## src/rtl/gddr_rx_align.sv

```systemverilog
// Word-alignment trainer for GDDR receive lanes: pulses each lane's ALIGNWD slip input until
// the training pattern locks or the slip budget is spent, then reports lock/done/error.
module gddr_rx_align #(
    parameter int unsigned LANES     = 2,
    parameter int unsigned DATA_W    = 8,
    parameter logic [7:0]  PATTERN   = 8'h0F,
    parameter int unsigned MATCH_CNT = 8,
    parameter int unsigned SETTLE    = 4
) (
    input  logic                    sclk,
    input  logic                    rst,
    input  logic                    ready,
    input  logic                    retrain,
    input  logic [LANES*DATA_W-1:0] rx_data,
    output logic [LANES-1:0]        alignwd,
    output logic [LANES-1:0]        lane_ok,
    output logic [LANES*4-1:0]      slip_count,
    output logic                    done,
    output logic                    error
);
    localparam int unsigned      CNT_W       = 4;
    localparam logic [DATA_W-1:0] PAT        = PATTERN[DATA_W-1:0];
    localparam logic [CNT_W-1:0]  MATCH_LAST  = CNT_W'(MATCH_CNT - 1);
    localparam logic [CNT_W-1:0]  SETTLE_LAST = CNT_W'(SETTLE - 1);
    localparam logic [CNT_W-1:0]  SLIP_MAX    = CNT_W'(DATA_W);

    typedef enum logic [2:0] {
        ST_IDLE,
        ST_CHECK,
        ST_SLIP,
        ST_SETTLE,
        ST_LOCKED,
        ST_FAIL
    } state_t;

    logic             r_ready_m;
    logic             r_ready_s;
    logic             r_done;
    logic             r_error;
    logic             w_clear;
    logic [LANES-1:0] w_term;
    logic [LANES-1:0] w_fail;

    // ready comes from another clock domain
    always_ff @(posedge sclk) begin
        if (rst) begin
            r_ready_m <= 1'b0;
            r_ready_s <= 1'b0;
        end else begin
            r_ready_m <= ready;
            r_ready_s <= r_ready_m;
        end
    end

    // Same condition that pulls every lane out of a terminal state this cycle
    assign w_clear = !r_ready_s || retrain;

    for (genvar n = 0; n < LANES; n++) begin : g_lane
        state_t           r_state;
        state_t           w_state_nxt;
        logic [CNT_W-1:0] r_match;
        logic [CNT_W-1:0] w_match_nxt;
        logic [CNT_W-1:0] r_settle;
        logic [CNT_W-1:0] w_settle_nxt;
        logic [CNT_W-1:0] r_slip;
        logic [CNT_W-1:0] w_slip_nxt;
        logic             r_alignwd;
        logic             r_lane_ok;
        logic             w_hit;

        assign w_hit = (rx_data[n*DATA_W +: DATA_W] == PAT);

        // Next-state and counter updates; ready_s low beats retrain
        always_comb begin
            w_state_nxt  = r_state;
            w_match_nxt  = r_match;
            w_settle_nxt = r_settle;
            w_slip_nxt   = r_slip;
            if (!r_ready_s) begin
                w_state_nxt = ST_IDLE;
            end else if (retrain) begin
                w_state_nxt = ST_CHECK;
                w_match_nxt = '0;
                w_slip_nxt  = '0;
            end else begin
                unique case (r_state)
                    ST_IDLE: begin
                        w_state_nxt = ST_CHECK;
                        w_match_nxt = '0;
                        w_slip_nxt  = '0;
                    end
                    ST_CHECK: begin
                        if (w_hit) begin
                            if (r_match == MATCH_LAST) begin
                                w_state_nxt = ST_LOCKED;
                            end else begin
                                w_match_nxt = r_match + CNT_W'(1);
                            end
                        end else if (r_slip < SLIP_MAX) begin
                            w_state_nxt = ST_SLIP;
                            w_slip_nxt  = r_slip + CNT_W'(1);
                        end else begin
                            w_state_nxt = ST_FAIL;
                        end
                    end
                    ST_SLIP: begin
                        w_state_nxt  = ST_SETTLE;
                        w_settle_nxt = '0;
                    end
                    ST_SETTLE: begin
                        if (r_settle == SETTLE_LAST) begin
                            w_state_nxt = ST_CHECK;
                            w_match_nxt = '0;
                        end else begin
                            w_settle_nxt = r_settle + CNT_W'(1);
                        end
                    end
                    default: ;
                endcase
            end
        end

        always_ff @(posedge sclk) begin
            if (rst) begin
                r_state   <= ST_IDLE;
                r_match   <= '0;
                r_settle  <= '0;
                r_slip    <= '0;
                r_alignwd <= 1'b0;
                r_lane_ok <= 1'b0;
            end else begin
                r_state   <= w_state_nxt;
                r_match   <= w_match_nxt;
                r_settle  <= w_settle_nxt;
                r_slip    <= w_slip_nxt;
                r_alignwd <= (w_state_nxt == ST_SLIP);
                r_lane_ok <= (w_state_nxt == ST_LOCKED);
            end
        end

        assign w_term[n]              = (r_state == ST_LOCKED) || (r_state == ST_FAIL);
        assign w_fail[n]              = (r_state == ST_FAIL);
        assign alignwd[n]             = r_alignwd;
        assign lane_ok[n]             = r_lane_ok;
        assign slip_count[n*4 +: 4]   = r_slip;
    end

    // done/error trail the last terminal lane by one cycle
    always_ff @(posedge sclk) begin
        if (rst) begin
            r_done  <= 1'b0;
            r_error <= 1'b0;
        end else begin
            r_done  <= !w_clear && (&w_term);
            r_error <= !w_clear && (&w_term) && (|w_fail);
        end
    end

    assign done  = r_done;
    assign error = r_error;

endmodule

```

## config.mk

```make
export PLATFORM = sky130hd
export DESIGN_NAME = gddr_rx_align
export DESIGN_NICKNAME = d
export VERILOG_FILES = /design/src/rtl/gddr_rx_align.sv
export SDC_FILE = /design/constraint.sdc
export NUM_CORES = 1
export LEC_CHECK = 0
export CAP_MARGIN = 0
export CELL_PAD_IN_SITES_DETAIL_PLACEMENT = 0
export CELL_PAD_IN_SITES_GLOBAL_PLACEMENT = 1
export CORE_ASPECT_RATIO = 1.2
export CORE_MARGIN = 2
export CORE_UTILIZATION = 43
export CTS_CLUSTER_SIZE = 28
export DETAILED_ROUTE_END_ITERATION = 6
export GPL_TIMING_DRIVEN = 0
export PLACE_DENSITY = 0.9
export SETUP_SLACK_MARGIN = 0.2
export SYNTH_ARGS = -nofsm -noshare
export SYNTH_HDL_FRONTEND = slang
export SYNTH_SLANG_ARGS = --single-unit
```

## constraint.sdc

```tcl
create_clock -name sclk -period 3.9 [get_ports sclk]
set_input_delay 0.585 -clock sclk [delete_from_list [all_inputs] [get_ports sclk]]
set_output_delay 0.585 -clock sclk [all_outputs]
set_load 0.05 [all_outputs]
```

==> results of run 1 <==
kinds of logic after synthesis:
kind of cell,Yosys count,share of synthesized area
buffers and inverters,28,0.0607
adders and majority gates,6,0.0350
AOI/OAI and AO/OA,72,0.217
DFF,38,0.355
and+or+nand+nor,107,0.333
metal layers:
metal,vias to the layer above,GRT usage
met5,-,0
met4,0,0.0900
met3,11,0.0429
met2,53,0.343
met1,923,0.228
li1,1022,-
final cells by class:
class	instances	area [um^2]
Buffer	16	85.1
Clock buffer	5	68.8
Inverter	12	45.0
Fill cell	453	2240
Clock inverter	2	10.0
Timing Repair Buffer	33	330
Tap cell	60	75.1
Multi-Input combinational cell	185	1250
Sequential cell	38	761
worst max-delay path: cells and delay by family:
family	cells	cell delay, ns
and+or+nand+nor	2	0.84
buffers and inverters	3	0.92
AOI/OAI and AO/OA	1	0.20
stage by stage:
step,setup slack [ns],utilization
after floorplan,2.05,-
after global routing,1.54,0.540
after detailed placement,1.28,0.524
after global placement,1.34,0.524
after CTS,1.58,0.540
final,1.58,0.540
cells in the mapped netlist, types with 3 or more instances:
library cell / instances
a21o_1: 4
nor4b_1: 3
a21oi_1: 21
nand2b_1: 4
buf_4: 4
nor4b_2: 3
nand3b_1: 3
and3b_1: 3
dfxtp_1: 38
nor2b_1: 8
nand2_1: 14
nand4_1: 9
nand4b_1: 3
a31oi_1: 6
or4_1: 8
and2_1: 4
and3_1: 3
nand3_1: 8
o21ai_0: 13
o31ai_1: 6
inv_1: 12
nor4_2: 4
ha_1: 6
o21a_1: 4
nor2_1: 16
clkbuf_1: 9
sequential cells by signal, summed over array words and instances, names as in the netlist, 2 cells and up:
signal	flops
g_lane.r_state	6
g_lane.r_lane_ok	2
g_lane.r_slip	8
g_lane.r_alignwd	2
g_lane.r_match	8
g_lane.r_settle	8
worst min path at each step:
stage / endpoint / slack, ns / start / depth (start not counted)
2_1_floorplan: r_ready_s$_SDFF_PP0_ / 0.41 / r_ready_m$_SDFF_PP0_ / 1
3_3_place_gp: r_ready_s$_SDFF_PP0_ / 0.43 / r_ready_m$_SDFF_PP0_ / 1
3_5_place_dp: r_ready_s$_SDFF_PP0_ / 0.43 / r_ready_m$_SDFF_PP0_ / 1
4_1_cts: r_ready_s$_SDFF_PP0_ / 0.47 / r_ready_m$_SDFF_PP0_ / 1
5_1_grt: r_ready_s$_SDFF_PP0_ / 0.48 / r_ready_m$_SDFF_PP0_ / 1
6_report: r_ready_s$_SDFF_PP0_ / 0.46 / r_ready_m$_SDFF_PP0_ / 1
report_power, final:
group	internal, uW	total (uW)	switching (uW)	leakage, uW
registers	389	391	1.44	0.000307
logic	28.5	57.1	28.6	0.000541
clock network	120	259	139	0.0000438
total	538	707	169	0.000891
cells in the final DEF (no fill, tap or decap), types with 4 or more instances in the layout:
master / Yosys / layout
dfxtp_1: 38 / 38
clkdlybuf4s50_1: 0 / 33
a21oi_1: 21 / 21
nor2_1: 16 / 16
nand2_1: 14 / 14
o21ai_0: 13 / 13
inv_1: 12 / 12
clkbuf_1: 9 / 9
nand4_1: 9 / 9
nand3_1: 8 / 8
nor2b_1: 8 / 8
or4_1: 8 / 8
a31oi_1: 6 / 6
o31ai_1: 6 / 6
ha_1: 6 / 6
clkbuf_8: 0 / 5
nor4_2: 4 / 4
a21o_1: 4 / 4
and2_1: 4 / 4
nand2b_1: 4 / 4
o21a_1: 4 / 4
buf_4: 4 / 4
==> results.md, run 1 <==
* Status: finished, final reports clean
* Mean area per synthesized cell at ~8.5 um^2
* DR vias at ~2000
* Synth Cell Area at approximately 2100 um^2
* Synth warn at 0
* Worst endpoint required time at slightly above 4 ns
* Final TNS setup at 0 ns
* Clock tree buffer depth at 2
* Initial DRC count at approximately 130
* Highest metal used: met4
* Num rows at 28
* Worst slew pin tran at roughly 0.74 ns
* Ys flop type: dfxtp_1
* Clock Sinks at 38
* Clk_lat worst skew at between 0.2 and 0.3 ns
* Hpwl dp at 3780 um
* # diodes at 0
* End of the critical path: error$_SDFF_PP0_
* CP max stage delay at around 0.49 ns
* Synth unique cells at between 50 and 60
* Power density cells at ~270 nW/um^2
* Area of placed instances at between 2000 and 3000 um^2
* Crit start category: input pin
* RSZ-0062 raised after global routing: no
* Crit end category: register
* Max-cap violations at 0
* M1 WL at around 2100 um
* Rel. slew slack at 0.501
* Placed cells at approximately 340
* Seq/Total Area, Yosys at 0.355
* Post-synth top area cell: dfxtp_1
* P_leak at slightly below 0.0009 uW
* Vias per cell at around 5.7
* CTS clk-pin slew, worst paths at 0.07 ns
* Syn Nets at roughly 280
* Setup repair bufs after CTS at 0
* WP data arrival at around 2.6 ns
* Top cells by area, synth: dfxtp_1 35%, a21oi_1 4.9%, ha_1 3.5%, o21ai_0 3.0%, nor2_1 2.8%
* Max Slew Vio Count at 0
* Largest net degree at the start of global routing at 12
* DR WL met2 at 2540 um
* Power Total at roughly 700 uW
* Length of the first detailed-routing pass in iterations at 4
* Initial antenna violation count at 0
* Final Cell Area at 2630 um^2
* Worst vdd ir at about 0.16 mV
* Reg2reg path depth at 5
* Horiz. Die Dim at ~68 um
* Die footprint at roughly 5600 um^2
* Layout cell share with drive strength beyond 1 at 0.0928
* CP Max Fanout at 10
* Detail Route Antenna Nets at 0
* Hold WS at 0.463 ns
* Cells after Synth at between 200 and 300
* Layout net count at approximately 320
* Root Buffer: clkbuf_8
* Core footprint at ~4900 um^2
* Worst Setup SP: retrain
* Fraction of the cycle the final worst path needs at 0.596
* Area Overhead vs Synth at 22.6%
* Starting Density at 0.440
* EDFF count, synth at 0
* GPL Wtd Cong at just over 0.8
* Number of global-route vias before repair at ~1900
* Grt ovf at 0
* Post-CTS Hold Buffers at 0
* Post-CTS Resized at 0
* # IOs at 34
* GRT Total Usage at 0.199
* Worst hold path type: reg -> reg
* Met3 WL post-DR at 211 um
* CP max-delay cell: clkdlybuf4s50_1
* First-pass GRT wire length at roughly 8400 um
* Final Hold Fails at 0
* Port-buffer cells at 33
* R2R Setup Slk at ~1.8 ns
* Worst reg2reg endpoint: g_lane[0].r_match[3]$_SDFFE_PP0P_
* Crit path cell chain: clkdlybuf4s50_1, buf_2, or3b_2, clkbuf_1, nor4_2, o21a_1
* H-Tree Depth at 2
* DIE HEIGHT at about 81 um
* Tmin final at about 2.3 ns
* Achievable frequency at about 0.43 GHz
* Post-route DRC at 0
* DRT Wirelength at 4980 um
* Average wire per standard cell at about 14 um
* Finished Layout Cells at between 300 and 400
* Yosys reg bits at 38
* CP Class: in -> reg
* Synth top area share at 0.355
* Worst r2r src: g_lane[0].r_settle[0]$_SDFFE_PP0P_
* Asr flop ratio synth at 0
* Final Setup Violations at 0
* CTS tree: built
* Total CTS buffers at 5
* Final Skew at 0.00234 ns
No activity file was read; power rests on OpenSTA's default activity.
==> run 2: changes to the inputs <==
Settings changed: CORE_UTILIZATION 43 to 40, PLACE_DENSITY 0.9 to 0.85.
Clock period 3.9 ns to 2.2 ns, I/O delays scaled along.
==> results.md, run 2 (synthesis gave the netlist of run 1 again) <==
* Vias per cell at 5.86
* Rel. slew slack at 0.501
* GPL Wtd Cong at roughly 0.81
* Pint at 995 uW
* Num rows at 29
* DIE HEIGHT at roughly 84 um
* Sw Share at 0.230
* Post-CTS Hold Buffers at 0
* WP data arrival at ~2.1 ns
* Sequential share of power at 0.536
* CP max stage delay at between 0.5 and 0.6 ns
* Largest registers: g_lane.r_match x8, g_lane.r_settle x8, g_lane.r_slip x8
* CP max-delay cell: or4_1
* Worst r2r src: g_lane[0].r_settle[0]$_SDFFE_PP0P_
* First-pass GRT wire length at just under 9000 um
* Total CTS buffers at 5
* Most frequent cells in the layout: 38 x dfxtp_1, 32 x clkdlybuf4s50_1, 21 x a21oi_1, 16 x nor2_1, 14 x nand2_1
* Final Skew at around 0.013 ns
* Sw power at about 300 uW
* Worst slew pin tran at ~0.74 ns
* CP Class: in -> reg
* Worst endpoint required time at 2.42 ns
* Detail Route Antenna Nets at 0
* Final Setup Violations at 0
* Crit end category: register
* Layout cell share with drive strength beyond 1 at 0.0993
* Worst Setup SP: rx_data[5]
* GRT Total Usage at 0.177
* Largest net degree at the start of global routing at 12
* Clk_lat worst skew at 0.29 ns
* CTS tree: built
* Combinational share of power at 0.082
* Initial DRC count at between 150 and 200
* # IOs at 34
* Final Worst Setup Slack at ~0.30 ns
* Max-cap violations at 0
* Number of global-route vias before repair at ~1900
* Grt ovf at 0
* H-Tree Depth at 2
* DR vias at 2073
* Worst vdd ir at just under 0.3 mV
* Layout net count at 317
* Status: finished, final reports clean
* Crit start category: input pin
* # diodes at 0
* Power Total at 1290 uW
* Tmin final at 1.90 ns
* Fraction of the cycle the final worst path needs at 0.863
* Crit path cell chain: clkdlybuf4s50_1, nor4_2, a31oi_1, or4_1, a21oi_1
* Achievable frequency at between 0.5 and 0.6 GHz
* Root Buffer: clkbuf_8
* Length of the first detailed-routing pass in iterations at 4
* Area Overhead vs Synth at 25.0%
* Starting Density at 0.410
* Clock Sinks at 38
* Worst slack at placement at -0.145 ns
* Port-buffer cells at 33
* Max Slew Vio Count at 0
* RSZ-0062 raised after global routing: yes
* Worst hold start: r_ready_m$_SDFF_PP0_
* Hold WS at around 0.44 ns
* Die footprint at ~6000 um^2
* Most common cell after layout, fill and taps aside: dfxtp_1
* Initial antenna violation count at 0
* Worst hold path type: reg -> reg
* CP Max Fanout at 6
* Clock tree buffer depth at 2
* CTS clk-pin slew, worst paths at 0.08 ns
* Horiz. Die Dim at about 70 um
* Clock power frac at 0.383
* Final TNS setup at 0 ns
* Power density cells at 482 nW/um^2
* Hpwl dp at 3830 um
* Post-route DRC at 0
* Average wire per standard cell at between 10 and 15 um
* P_leak at just over 0.0009 uW
* Core footprint at 5230 um^2
* DRT Wirelength at between 5000 and 6000 um
* Final Hold Fails at 0
-- run 2: area by class of cell --
| class | instances | area [um^2] |
|---|---|---|
| inverter | 12 | 45.0 |
| fill | 528 | 2540 |
| timing repair buffer | 33 | 333 |
| clock buffer | 7 | 86.3 |
| tap | 62 | 77.6 |
| buffer | 16 | 88.8 |
| clock inverter | 1 | 5.00 |
| sequential | 38 | 761 |
| multi-input combinational | 185 | 1280 |
-- run 2: metrics by stage --
stage	std cells	cell area, um^2	utilization
2_1_floorplan	251	2140	-
3_3_place_gp	346	2550	0.489
3_5_place_dp	346	2550	0.489
4_1_cts	354	2660	0.509
5_1_grt	354	2680	0.513
6_report	354	2680	0.513
-- run 2: final timing paths --
path                                            end  slack [ns]  depth (start not counted)
hold / removal                 r_ready_s$_SDFF_PP0_        0.44                          1
setup reg to reg  g_lane[0].r_match[3]$_SDFFE_PP0P_        0.35                          5
hold reg to reg                r_ready_s$_SDFF_PP0_        0.44                          1
setup / recovery  g_lane[0].r_match[3]$_SDFFE_PP0P_        0.30                          5
-- run 2: worst max-delay path: cells and delay by family --
family                 cells  cell delay [ns]
AND/OR/NAND/NOR            2             0.96
buffers and inverters      1             0.43
AO/OA/AOI/OAI              2             0.40
-- run 2: power groups by stage --
stage	Combinational, uW	Sequential (uW)	Clock, uW
CTS	103	693	509
global placement	100	709	0
detailed placement	101	709	0
global route	114	693	541
finish	106	693	495
floorplan	45.9	708	0
-- run 2: layer usage --
metal / wire length, um / global-route usage / share of wire / up-vias
met5: 0 / 0 / 0 / -
met4: 67 / 0.0583 / 0.013 / 0
met3: 203 / 0.0300 / 0.040 / 6
met2: 2480 / 0.292 / 0.48 / 48
met1: 2380 / 0.235 / 0.46 / 990
li1: - / - / - / 1029
-- run 2: what timing repair did --
action,4_1_cts,5_1_grt
resized for setup,2,7
endpoints found under the setup margin,3,10
buffers inserted,0,0
==> run 3: changes to the inputs <==
Settings changed: CAP_MARGIN 0 to 20.
==> results of run 3 <==
The final DEF is identical to that of run 2; final timing and power are the same.
